File: config.mk
export PLATFORM = sky130hd
export DESIGN_NAME = instr_mem_loader_flat
export DESIGN_NICKNAME = d
export VERILOG_FILES = /design/src/rtl/instr_mem_loader_if.sv /design/src/rtl/instr_mem_loader.sv /design/src/flat_wrapper.sv
export SDC_FILE = /design/constraint.sdc
export NUM_CORES = 1
export LEC_CHECK = 0
export BUFFER_PORTS_ARGS = -buffer_cell sky130_fd_sc_hd__buf_2
export CORE_MARGIN = 3
export CORE_UTILIZATION = 40
export CTS_CLUSTER_DIAMETER = 30
export CTS_CLUSTER_SIZE = 25
export DETAILED_ROUTE_END_ITERATION = 8
export PLACE_DENSITY = 0.7
export RECOVER_POWER = 25
export SKIP_CTS_REPAIR_TIMING = 1
export SYNTH_ARGS = -nofsm -noshare
export SYNTH_HDL_FRONTEND = slang
export SYNTH_SLANG_ARGS = --single-unit
File: constraint.sdc
create_clock -name clk -period 6.37 [get_ports clk]
set_clock_uncertainty 0.05 [all_clocks]
set_input_delay 0.9555 -clock clk [delete_from_list [all_inputs] [get_ports clk]]
set_output_delay 0.9555 -clock clk [all_outputs]
set_load 0.01 [all_outputs]
File: src/rtl/instr_mem_loader_if.sv
// Byte-stream input and instruction-memory write port of the program loader.
// slave = loader side, master = host link / memory side.
interface instr_mem_loader_if #(
  parameter int WIDTH     = 32,
  parameter int ADR_WIDTH = 8
);
  logic                 byte_valid;
  logic [7:0]           byte_data;
  logic                 byte_ready;
  logic                 mem_we;
  logic [ADR_WIDTH-1:0] mem_addr;
  logic [WIDTH-1:0]     mem_wdata;

  modport master (
    output byte_valid, byte_data,
    input  byte_ready, mem_we, mem_addr, mem_wdata
  );

  modport slave (
    input  byte_valid, byte_data,
    output byte_ready, mem_we, mem_addr, mem_wdata
  );
endinterface

File: src/rtl/instr_mem_loader.sv
// Length-prefixed byte-stream loader for the instruction RAM; holds the core in reset until loaded.
// Optional trailing XOR checksum byte enabled by LOADER_CHECKSUM_EN.
module instr_mem_loader #(
  parameter int WIDTH     = 32,
  parameter int DEPTH     = 256,
  parameter int ADR_WIDTH = $clog2(DEPTH)
) (
  input  logic              clk,
  input  logic              rst,
  instr_mem_loader_if.slave bus,
  output logic              cpu_rst,
  output logic              done,
  output logic              err
);
  // state  | meaning
  // S_LEN  | waiting for length byte L (word count L+1)
  // S_DATA | packing payload bytes little-endian, one write per word
  // S_CSUM | waiting for checksum byte (checksum build only)
  // S_FIN  | final write pulse in flight
  // S_DONE | image loaded, core released
  // S_ERR  | load aborted, core held in reset

  localparam int BYTES = WIDTH / 8;
  localparam int BCW   = (BYTES > 1) ? $clog2(BYTES) : 1;
  localparam logic [BCW-1:0] LAST_BYTE = BCW'(BYTES - 1);

  typedef enum logic [2:0] {
    S_LEN, S_DATA, S_CSUM, S_FIN, S_DONE, S_ERR
  } state_t;

  state_t               state;
  logic [ADR_WIDTH-1:0] word_last;
  logic [ADR_WIDTH-1:0] word_addr;
  logic [BCW-1:0]       byte_cnt;
  logic [WIDTH-1:0]     word_buf;
  logic [WIDTH-1:0]     word_next;
  logic                 xfer;
`ifdef LOADER_CHECKSUM_EN
  logic [7:0]           csum;
`endif

  assign xfer = bus.byte_valid && bus.byte_ready;

  always_comb begin
    word_next = word_buf;
    for (int k = 0; k < BYTES; k++) begin
      if (byte_cnt == BCW'(k)) word_next[8*k +: 8] = bus.byte_data;
    end
  end

  always_ff @(posedge clk or posedge rst) begin
    if (rst) begin
      state          <= S_LEN;
      cpu_rst        <= 1'b1;
      bus.byte_ready <= 1'b1;
      bus.mem_we     <= 1'b0;
      bus.mem_addr   <= '0;
      bus.mem_wdata  <= '0;
      done           <= 1'b0;
      err            <= 1'b0;
      word_last      <= '0;
      word_addr      <= '0;
      byte_cnt       <= '0;
      word_buf       <= '0;
`ifdef LOADER_CHECKSUM_EN
      csum           <= '0;
`endif
    end else begin
      bus.mem_we <= 1'b0;
      case (state)
        S_LEN: begin
          if (xfer) begin
            if (32'(bus.byte_data) >= DEPTH) begin
              state          <= S_ERR;
              err            <= 1'b1;
              bus.byte_ready <= 1'b0;
            end else begin
              word_last <= bus.byte_data[ADR_WIDTH-1:0];
              word_addr <= '0;
              byte_cnt  <= '0;
`ifdef LOADER_CHECKSUM_EN
              csum      <= '0;
`endif
              state     <= S_DATA;
            end
          end
        end
        S_DATA: begin
          if (xfer) begin
            word_buf <= word_next;
`ifdef LOADER_CHECKSUM_EN
            csum     <= csum ^ bus.byte_data;
`endif
            if (byte_cnt == LAST_BYTE) begin
              byte_cnt      <= '0;
              bus.mem_we    <= 1'b1;
              bus.mem_addr  <= word_addr;
              bus.mem_wdata <= word_next;
              // Address is held on the last word so a full-depth load never wraps.
              if (word_addr == word_last) begin
`ifdef LOADER_CHECKSUM_EN
                state          <= S_CSUM;
`else
                state          <= S_FIN;
                bus.byte_ready <= 1'b0;
`endif
              end else begin
                word_addr <= word_addr + ADR_WIDTH'(1);
              end
            end else begin
              byte_cnt <= byte_cnt + BCW'(1);
            end
          end
        end
`ifdef LOADER_CHECKSUM_EN
        S_CSUM: begin
          if (xfer) begin
            bus.byte_ready <= 1'b0;
            if (bus.byte_data == csum) begin
              state   <= S_DONE;
              done    <= 1'b1;
              cpu_rst <= 1'b0;
            end else begin
              state <= S_ERR;
              err   <= 1'b1;
            end
          end
        end
`endif
        S_FIN: begin
          state   <= S_DONE;
          done    <= 1'b1;
          cpu_rst <= 1'b0;
        end
        default: begin
        end
      endcase
    end
  end
endmodule
File: src/flat_wrapper.sv
// flat-port wrapper written by rule: the top's interface ports become plain ports
module instr_mem_loader_flat 
#(
  parameter int WIDTH     = 32,
  parameter int DEPTH     = 256,
  parameter int ADR_WIDTH = $clog2(DEPTH)
)
  (clk, rst, cpu_rst, done, err, bus_byte_valid, bus_byte_data, bus_byte_ready, bus_mem_we, bus_mem_addr, bus_mem_wdata);
  instr_mem_loader_if #(.WIDTH(WIDTH), .ADR_WIDTH(ADR_WIDTH)) bus_i ();
  input  logic clk;
  input  logic rst;
  output logic cpu_rst;
  output logic done;
  output logic err;
  input wire logic [$bits(bus_i.byte_valid)-1:0] bus_byte_valid;
  input wire logic [$bits(bus_i.byte_data)-1:0] bus_byte_data;
  output wire logic [$bits(bus_i.byte_ready)-1:0] bus_byte_ready;
  output wire logic [$bits(bus_i.mem_we)-1:0] bus_mem_we;
  output wire logic [$bits(bus_i.mem_addr)-1:0] bus_mem_addr;
  output wire logic [$bits(bus_i.mem_wdata)-1:0] bus_mem_wdata;
  assign bus_i.byte_valid = bus_byte_valid;
  assign bus_i.byte_data = bus_byte_data;
  assign bus_byte_ready = bus_i.byte_ready;
  assign bus_mem_we = bus_i.mem_we;
  assign bus_mem_addr = bus_i.mem_addr;
  assign bus_mem_wdata = bus_i.mem_wdata;
  instr_mem_loader #(.WIDTH(WIDTH), .DEPTH(DEPTH), .ADR_WIDTH(ADR_WIDTH)) u_core (.clk(clk), .rst(rst), .bus(bus_i), .cpu_rst(cpu_rst), .done(done), .err(err));
endmodule
==> results of run 1 <==
==> cells in the final DEF (no fill, tap or decap), types with 6 or more instances in the layout <==
cell	count
o21ai_0	29
xnor2_1	8
mux2_2	33
buf_2	53
dfrtp_1	87
inv_1	6
mux2i_1	24
nand2_1	85
clkbuf_8	11
nand3_1	6
a21oi_1	6
==> logic make-up after synthesis <==
kind of cell | share of synthesized area (%)
AND/OR/NAND/NOR | 13.3
flip-flops | 56.1
multiplexers | 15.4
AO/OA/AOI/OAI | 8.40
buffers and inverters | 3.40
XOR/XNOR | 1.76
adder cells (fa/ha/maj) | 1.57
other | 0.0943
==> per-stage QoR <==
stage	power, mW	utilization, %	cell area, um^2	instances
after global placement	0.599	45.7	4320	523
after detailed placement	0.599	45.7	4320	523
after global routing	1.10	48.3	4570	539
final	1.06	48.3	4570	539
after CTS	1.08	48.4	4580	539
after floorplan	0.587	-	3980	357
==> cell type report <==
class / instances / share of cell area [%]
clock buffer: 12 / 3.39
clock inverter: 4 / 2.16
inverter: 8 / 0.794
multi-input combinational: 241 / 35.2
sequential: 89 / 48.8
tap: 129 / 3.53
timing repair buffer: 56 / 6.13
==> flip-flops by register name, indices dropped and copies added (netlist names) <==
register and cells:
u_core.cpu_rst 1, u_core.bus.mem_addr 8, u_core.word_buf 24, u_core.bus.byte_ready 1, u_core.state 3, u_core.word_last 8
u_core.done 1, u_core.bus.mem_we 1, u_core.word_addr 8, u_core.bus.mem_wdata 32, u_core.byte_cnt 2
==> how the worst max path moves through the flow <==
stage,from,endpoint,slack [ps],cells after the start
2_1_floorplan,rst,u_core.bus.mem_addr[0],3060,1
3_3_place_gp,bus_byte_valid,u_core.word_addr[1],3870,6
3_5_place_dp,bus_byte_valid,u_core.word_addr[1],3830,6
4_1_cts,u_core.state[1],u_core.word_addr[4],4200,5
5_1_grt,bus_byte_valid,u_core.word_last[0],3730,5
6_report,bus_byte_valid,u_core.word_last[0],3940,5
==> metal layers <==
layer / GRT usage (%) / wire length [um] / up-vias
met5: 0 / 0 / -
met4: 7.12 / 167 / 0
met3: 3.18 / 334 / 11
met2: 22.6 / 3590 / 64
met1: 20.5 / 3800 / 1349
li1: - / - / 1326
==> worst reg2reg max path, stage by stage (launching register included) <==
cell,delay [ps]
dfstp_2,580
nor4bb_1,290
clkbuf_1,330
nand3_1,480
mux2_2,430
==> where the power goes <==
| part | internal (mW) | switching (mW) |
|---|---|---|
| clock network | 0.283 | 0.194 |
| logic | 0.00402 | 0.0183 |
| registers | 0.564 | 0 |
==> reports/qor.csv, run 1 <==
metric;value;unit
syn_nets;373;
cts_max_path_buffers;2;
path_max_fanout;12;
dieWidth;106;um
drt-total-wl;7890;um
slew_headroom;28.6;%
synth_most_common_cell;dfrtp_1;
core-area;9460;um^2
clk_latency;360;ps
grt_max_degree;90;
drv_cap;0;
seq_area_frac_synth;56.1;%
multiInputGateArea;1610;um^2
crit_path_max_incr_delay;480;ps
period_minus_slack;2430;ps
yosys_register_bits;89;
avgSynthCellArea;11.1;um^2
arrival;2620;ps
drt_iter0_drc;125;
hold-worst-slack;421;ps
wl_per_cell;14.6;um
status;finished, final reports clean;
vdd_drop_max;0.121;mV
yosys-top-cells-area;dfrtp_1 55%, mux2_2 9.3%, nand2_1 8.0%;
gr-total-overflow;0;
cpMostUsedCell;clkbuf_1;
diodes;0;
r2r-start;u_core.bus.byte_ready;
die_area;11200;um^2
io_buffers;54;
cts-root-buf;clkbuf_8;
p_per_area;233;nW/um^2
postSynthCellCount;357;
min-delay-start;u_core.done;
tightest_slew;1070;ps
hold_end;u_core.done;
fill_cells;904;
start_kind;input port;
crit_chain;clkbuf_1, nor4bb_1, clkbuf_1, nand3_1, mux2_2;
critPathKind;input port to register;
route.antenna.remaining_nets;0;
min_path_type;register to register;
slew_viol_final;0;
cts-buffers-inserted;9;
hold_depth;1;
period_share;38.1;%
cp_top_family;simple AND/OR/NAND/NOR gates;
seqCellArea;2230;um^2
path_buf_inv;2;
hold_viol_final;0;
drive_gt1_share;27.3;%
dieHeight;106;um
tritoncts;done;
track_usage;15.0;%
vias_per_cell;5.10;
rsz0062_at_grt;no;
gp_congestion;0.814;
synth_area;3980;um^2
num_io_pins;56;
final.setup.worst_slack;3940;ps
reg2reg_slack;4080;ps
p_leak;2.32;nW
ys_async_sr_fraction;100;%
htree_num_levels;3;
cts.sinks;89;
worst-r2r-cell-count;4;
fin_nets;421;
firstDrtPassIters;4;
cp.required;6560;ps
grt_pass1_vias;2688;
yosys.area.top_type;dfrtp_1;
setup_total_negative_slack;0;ps
ys_types;42;
clkTransAtPathRegs;80;ps
crit_slowest_cell;nand3_1;
yosysWarnings;1;
crit_path_end_kind;register;
antenna_found_initial;0;
rows;35;
setup_viol;0;
grt_first_pass_wirelength;13300;um
reg2reg_to;u_core.word_last[0];
drc;0;
vias;2750;
ys.flop_type;dfrtp_1;
initial_core_util;42.0;%
synth_edf_count;0;
dpl.hpwl;5450;um
netlist.area_leader.share;54.8;%
syn2layout_area_growth;15.0;%
fmax;412;MHz
netlist_top_cells_count;87 x dfrtp_1, 85 x nand2_1, 33 x mux2_2;
post-place-ws;3830;ps
(Power assumes the default switching activity.)
==> inputs of run 2 (changes only) <==
clock period = 2.33 ns   (was 6.37 ns; I/O delays follow)
==> run 2 against run 1 <==
Compared with the run above:
- first-iteration DRC count up 18%
- worst setup slack got worse by 3600 ps
- sequential power increased to 2.7 times the previous value
- clock-buffer cell count decreased by 2
- hold slack worse by 250 ps
- flip-flop and latch count stayed put
- final cell count grew 0.74%
- non-clock buffer count is 6 higher
- critical endpoint is now u_core.word_addr[4]
==> reports/qor.csv, run 2 (synthesis gave the netlist of run 1 again) <==
metric;value;unit;change
core-area;9460;um^2;unchanged
crit_path_end_kind;register;;unchanged
cp.required;2540;ps;was 6560 ps
slew_headroom;21.1;%;was 28.6%
wl_per_cell;14.9;um;was 14.6 um
grt_first_pass_wirelength;13900;um;was 13300 um
syn2layout_area_growth;14.8;%;was 15.0%
initial_core_util;42.0;%;unchanged
arrival;2180;ps;was 2620 ps
tightest_slew;1180;ps;was 1070 ps
htree_num_levels;3;;unchanged
cts.sinks;89;;unchanged
p_leak;2.33;nW;was 2.32 nW
layout_commonest_cell;dfrtp_1;;unchanged
gr-total-overflow;0;;unchanged
p_per_area;592;nW/um^2;was 233 nW/um^2
route.antenna.remaining_nets;0;;unchanged
fin_nets;427;;was 421
layoutNonFillerInstCount;543;;was 539
dieWidth;106;um;unchanged
rsz0062_at_grt;no;;unchanged
cts_max_path_buffers;2;;unchanged
tritoncts;done;;unchanged
clkTransAtPathRegs;80;ps;about the same
start_kind;register;;was input port
fmax;509;MHz;
die_area;11200;um^2;unchanged
num_io_pins;56;;unchanged
fill_cells;893;;was 904
grt_pass1_vias;2755;;was 2688
critPathKind;register to register;;was input port to register
crit_slowest_cell;dfrtp_1;;was nand3_1
period_share;84.4;%;
largest_reg_flops;32;;unchanged
seqPwrFrac;57.1;%;was 53.1%
vias_per_cell;5.07;;was 5.10
firstDrtPassIters;4;;unchanged
dieHeight;106;um;unchanged
switchingPower;558;uW;was 212 uW
vias;2752;;was 2750
gp_congestion;0.861;;was 0.814
p_sw_share;20.7;%;was 19.9%
path_max_fanout;33;;was 12
drive_gt1_share;28.5;%;was 27.3%
fin_util;48.2;%;was 48.3%
period_minus_slack;1970;ps;
cp_top_family;simple AND/OR/NAND/NOR gates;;unchanged
setup_total_negative_slack;0;ps;unchanged
reg_top3;u_core.bus.mem_wdata x32, u_core.word_buf x24;;unchanged
crit_path_max_incr_delay;440;ps;was 480 ps
hold_viol_final;0;;unchanged
drt-total-wl;8100;um;was 7890 um
antenna_found_initial;0;;unchanged
drc;0;;unchanged
drt_iter0_drc;147;;was 125
vdd_drop_max;0.222;mV;was 0.121 mV
rows;35;;unchanged
track_usage;15.5;%;was 15.0%
combPwrFrac;2.3;%;was 2.1%
io_buffers;54;;unchanged
top_register;u_core.bus.mem_wdata;;unchanged
grt_max_degree;45;;was 90
postLayoutCellArea;4560;um^2;was 4570 um^2
diodes;0;;unchanged
clk_latency;350;ps;was 360 ps
final_cell_mix;87 x dfrtp_1, 85 x nand2_1, 54 x buf_2;;was 87 x dfrtp_1, 85 x nand2_1, 53 x buf_2
path_buf_inv;1;;was 2
place_area;4380;um^2;was 4320 um^2
seqCellArea;2230;um^2;unchanged
dpl.hpwl;5720;um;was 5450 um
post-place-ws;354;ps;was 3830 ps
setup_viol;0;;unchanged
dp.cells;529;;was 523
slew_viol_final;0;;unchanged
multiInputGateArea;1610;um^2;unchanged
cts-root-buf;clkbuf_8;;unchanged
crit_start;u_core.state[1];;was bus_byte_valid
drv_cap;0;;unchanged
p_int;2.14;mW;was 851 uW
crit_chain;or3b_4, or2_4, clkinv_4, o211ai_4, o32ai_1;;was clkbuf_1, nor4bb_1, clkbuf_1, nand3_1, mux2_2
status;finished, final reports clean;;unchanged
cts-buffers-inserted;9;;unchanged
min_path_type;input port to async pin;;was register to register
clockPowerShare;40.6;%;was 44.8%
final.setup.worst_slack;363;ps;was 3940 ps
r2r-start;u_core.state[1];;was u_core.bus.byte_ready
[run 2: path summary, 6_finish.rpt]
kind,to,slack (ps),cells after the start
worst min-delay path,u_core.word_addr[4],170,2
max in group asynchronous,u_core.bus.mem_wdata[6],510,3
min in group clk,u_core.bus.mem_wdata[24],240,3
worst max-delay path,u_core.word_addr[4],360,5
worst max register to register,u_core.word_addr[4],360,5
worst min register to register,u_core.done,430,1
[run 2: routing by layer]
metal / GRT usage [%] / routed length (um) / vias to the layer above
li1: - / - / 1328
met1: 21.5 / 3830 / 1351
met2: 24.0 / 3770 / 64
met3: 2.82 / 390 / 9
met4: 6.66 / 112 / 0
met5: 0 / 0 / -
[run 2: worst reg2reg max path, cell delays in order (launching register included)]
cell	delay, ps
dfrtp_1	440
or3b_4	440
or2_4	390
clkinv_4	190
o211ai_4	100
o32ai_1	270
[run 2: stage by stage]
stage / power, mW / hold slack (ps)
after floorplan: 1.60 / 405
after global placement: 1.64 / 394
after detailed placement: 1.64 / 405
after CTS: 2.73 / 16.5
after global routing: 2.80 / 251
final: 2.70 / 167
[run 2: cell type report]
class,count,share of cell area (%)
flip-flops and latches,89,48.9
multi-input cells,241,35.3
repair buffers,62,7.18
well taps,129,3.54
clock buffers,10,2.80
clock inverters,4,1.54
inverters,8,0.795
[run 2: power groups by stage]
| stage | logic, mW | clock network (mW) | registers, mW |
|---|---|---|---|
| after floorplan | 0.0299 | 0 | 1.57 |
| after global placement | 0.0689 | 0 | 1.57 |
| after detailed placement | 0.0703 | 0 | 1.57 |
| after CTS | 0.0703 | 1.12 | 1.54 |
| after global routing | 0.0731 | 1.19 | 1.54 |
| final | 0.0634 | 1.10 | 1.54 |
==> inputs of run 3 (changes only) <==
PLACE_DENSITY = 0.72   (was 0.7)
clock period = 1.7 ns   (was 2.33 ns; I/O delays follow)
==> run 3 against run 2 <==
Compared with the run above:
- critical endpoint unchanged
- highest routed layer unchanged
- final area rose by 6.1%
- combinational power rose by 43%
- clock power rose by 34%
- the flow now finishes with violations (setup timing)
- hold slack got worse by 23 ps
- critical path type unchanged
- largest cell class unchanged
==> reports/qor.csv, run 3 (synthesis gave the netlist of run 1 again) <==
metric;value;unit;change
antenna_found_initial;0;;unchanged
top_register;u_core.bus.mem_wdata;;unchanged
place_area;4540;um^2;was 4380 um^2
final_cell_mix;86 x dfrtp_1, 82 x nand2_1, 54 x buf_2;;was 87 x dfrtp_1, 85 x nand2_1, 54 x buf_2
fmax;575;MHz;was 509 MHz
tightest_slew;689;ps;was 1180 ps
final.setup.worst_slack;-39.8;ps;was 363 ps
slew_viol_final;0;;unchanged
drive_gt1_share;34.7;%;was 28.5%
drv_cap;0;;unchanged
arrival;1960;ps;was 2180 ps
crit_slowest_cell;dfrtp_2;;was dfrtp_1
cp.required;1920;ps;was 2540 ps
syn2layout_area_growth;21.8;%;was 14.8%
setup_viol;17;;was 0
status;complete, but fails checks;;was finished, final reports clean
tritoncts;done;;unchanged
fill_cells;868;;was 893
diodes;0;;unchanged
grt_pass1_vias;2913;;was 2755
crit_chain;or3b_4, or2_4, clkinv_4, o211ai_4, o32ai_2;;was or3b_4, or2_4, clkinv_4, o211ai_4, o32ai_1
p_leak;2.49;nW;was 2.33 nW
largest_reg_flops;32;;unchanged
die_area;11200;um^2;unchanged
initial_core_util;42.0;%;unchanged
start_kind;register;;unchanged
post-place-ws;-88.8;ps;was 354 ps
drc;0;;unchanged
cts.sinks;89;;unchanged
setup_total_negative_slack;-168;ps;was 0 ps
drt_iter0_drc;114;;was 147
gp_congestion;0.851;;was 0.861
dieHeight;106;um;unchanged
period_share;102;%;was 84.4%
route.antenna.remaining_nets;0;;unchanged
seqCellArea;2230;um^2;about the same
clkTransAtPathRegs;90;ps;was 80 ps
period_minus_slack;1740;ps;was 1970 ps
vdd_drop_max;0.316;mV;was 0.222 mV
dieWidth;106;um;unchanged
wl_per_cell;15.3;um;was 14.9 um
hold_viol_final;0;;unchanged
grt_first_pass_wirelength;14200;um;was 13900 um
vias;2905;;was 2752
crit_path_max_incr_delay;450;ps;was 440 ps
crit_path_end_kind;register;;unchanged
p_per_area;759;nW/um^2;was 592 nW/um^2
layout_commonest_cell;dfrtp_1;;unchanged
gr-total-overflow;0;;unchanged
multiInputGateArea;1670;um^2;was 1610 um^2
rsz0062_at_grt;yes;;was no
path_max_fanout;8;;was 33
vias_per_cell;5.10;;was 5.07
cts-root-buf;clkbuf_8;;unchanged
rows;35;;unchanged
clk_latency;360;ps;was 350 ps
fin_nets;452;;was 427
cts_max_path_buffers;2;;unchanged
firstDrtPassIters;4;;unchanged
min_path_type;input port to register;;was input port to async pin
io_buffers;54;;unchanged
hold-worst-slack;145;ps;was 167 ps
violations;setup timing;;
fin_util;51.2;%;was 48.2%
grt_max_degree;57;;was 45
num_io_pins;56;;unchanged
slew_headroom;54.1;%;was 21.1%
cts-buffers-inserted;9;;unchanged
critPathKind;register to register;;unchanged
drt-total-wl;8700;um;was 8100 um
htree_num_levels;3;;unchanged
dpl.hpwl;6160;um;was 5720 um
postLayoutCellArea;4840;um^2;was 4560 um^2
track_usage;16.0;%;was 15.5%
reg_top3;u_core.bus.mem_wdata x32, u_core.word_buf x24;;unchanged
core-area;9460;um^2;unchanged
run 3: layout make-up:
cell class | instances | area share [%]
multi-input combinational | 241 | 34.5
inverter | 8 | 0.749
clock inverter | 7 | 1.58
sequential | 89 | 46.1
clock buffer | 9 | 2.56
timing repair buffer | 87 | 11.2
tap | 129 | 3.33
run 3: worst max-delay path: cells and delay by family, from the launching register on:
family | cells | cell delay [ps]
compound gates | 2 | 290
buf+inv | 1 | 110
flops | 1 | 450
simple gates | 2 | 740
run 3: metal layers:
layer | wire, um | part of all wire [%] | global-route usage [%]
met5 | 0 | 0 | 0
met4 | 153 | 1.8 | 6.38
met3 | 340 | 3.9 | 2.88
met2 | 4250 | 49 | 27.3
met1 | 3950 | 45 | 20.1
run 3: power breakdown:
part | total [mW] | switching, mW | internal [mW]
Combinational | 0.0904 | 0.0720 | 0.0183
Clock | 1.47 | 0.782 | 0.689
Sequential | 2.12 | 0 | 2.12
run 3: path summary, 6_finish.rpt:
kind	startpoint	endpoint	slack, ps	cells after the start
hold / removal	bus_byte_data[7]	u_core.bus.mem_wdata[31]	140	3
setup / recovery	u_core.state[1]	u_core.word_addr[4]	-40	5
max in group asynchronous	rst	u_core.bus.mem_wdata[10]	200	4
min in group asynchronous	rst	u_core.word_addr[7]	380	3
setup reg to reg	u_core.state[1]	u_core.word_addr[4]	-40	5
hold reg to reg	u_core.bus.mem_addr[3]	u_core.bus.mem_addr[3]	430	2
run 3: stage by stage:
step,cells,power [mW]
after floorplan,357,2.20
after global placement,548,2.25
after detailed placement,548,2.26
after CTS,564,3.71
after global routing,570,3.82
final,570,3.68
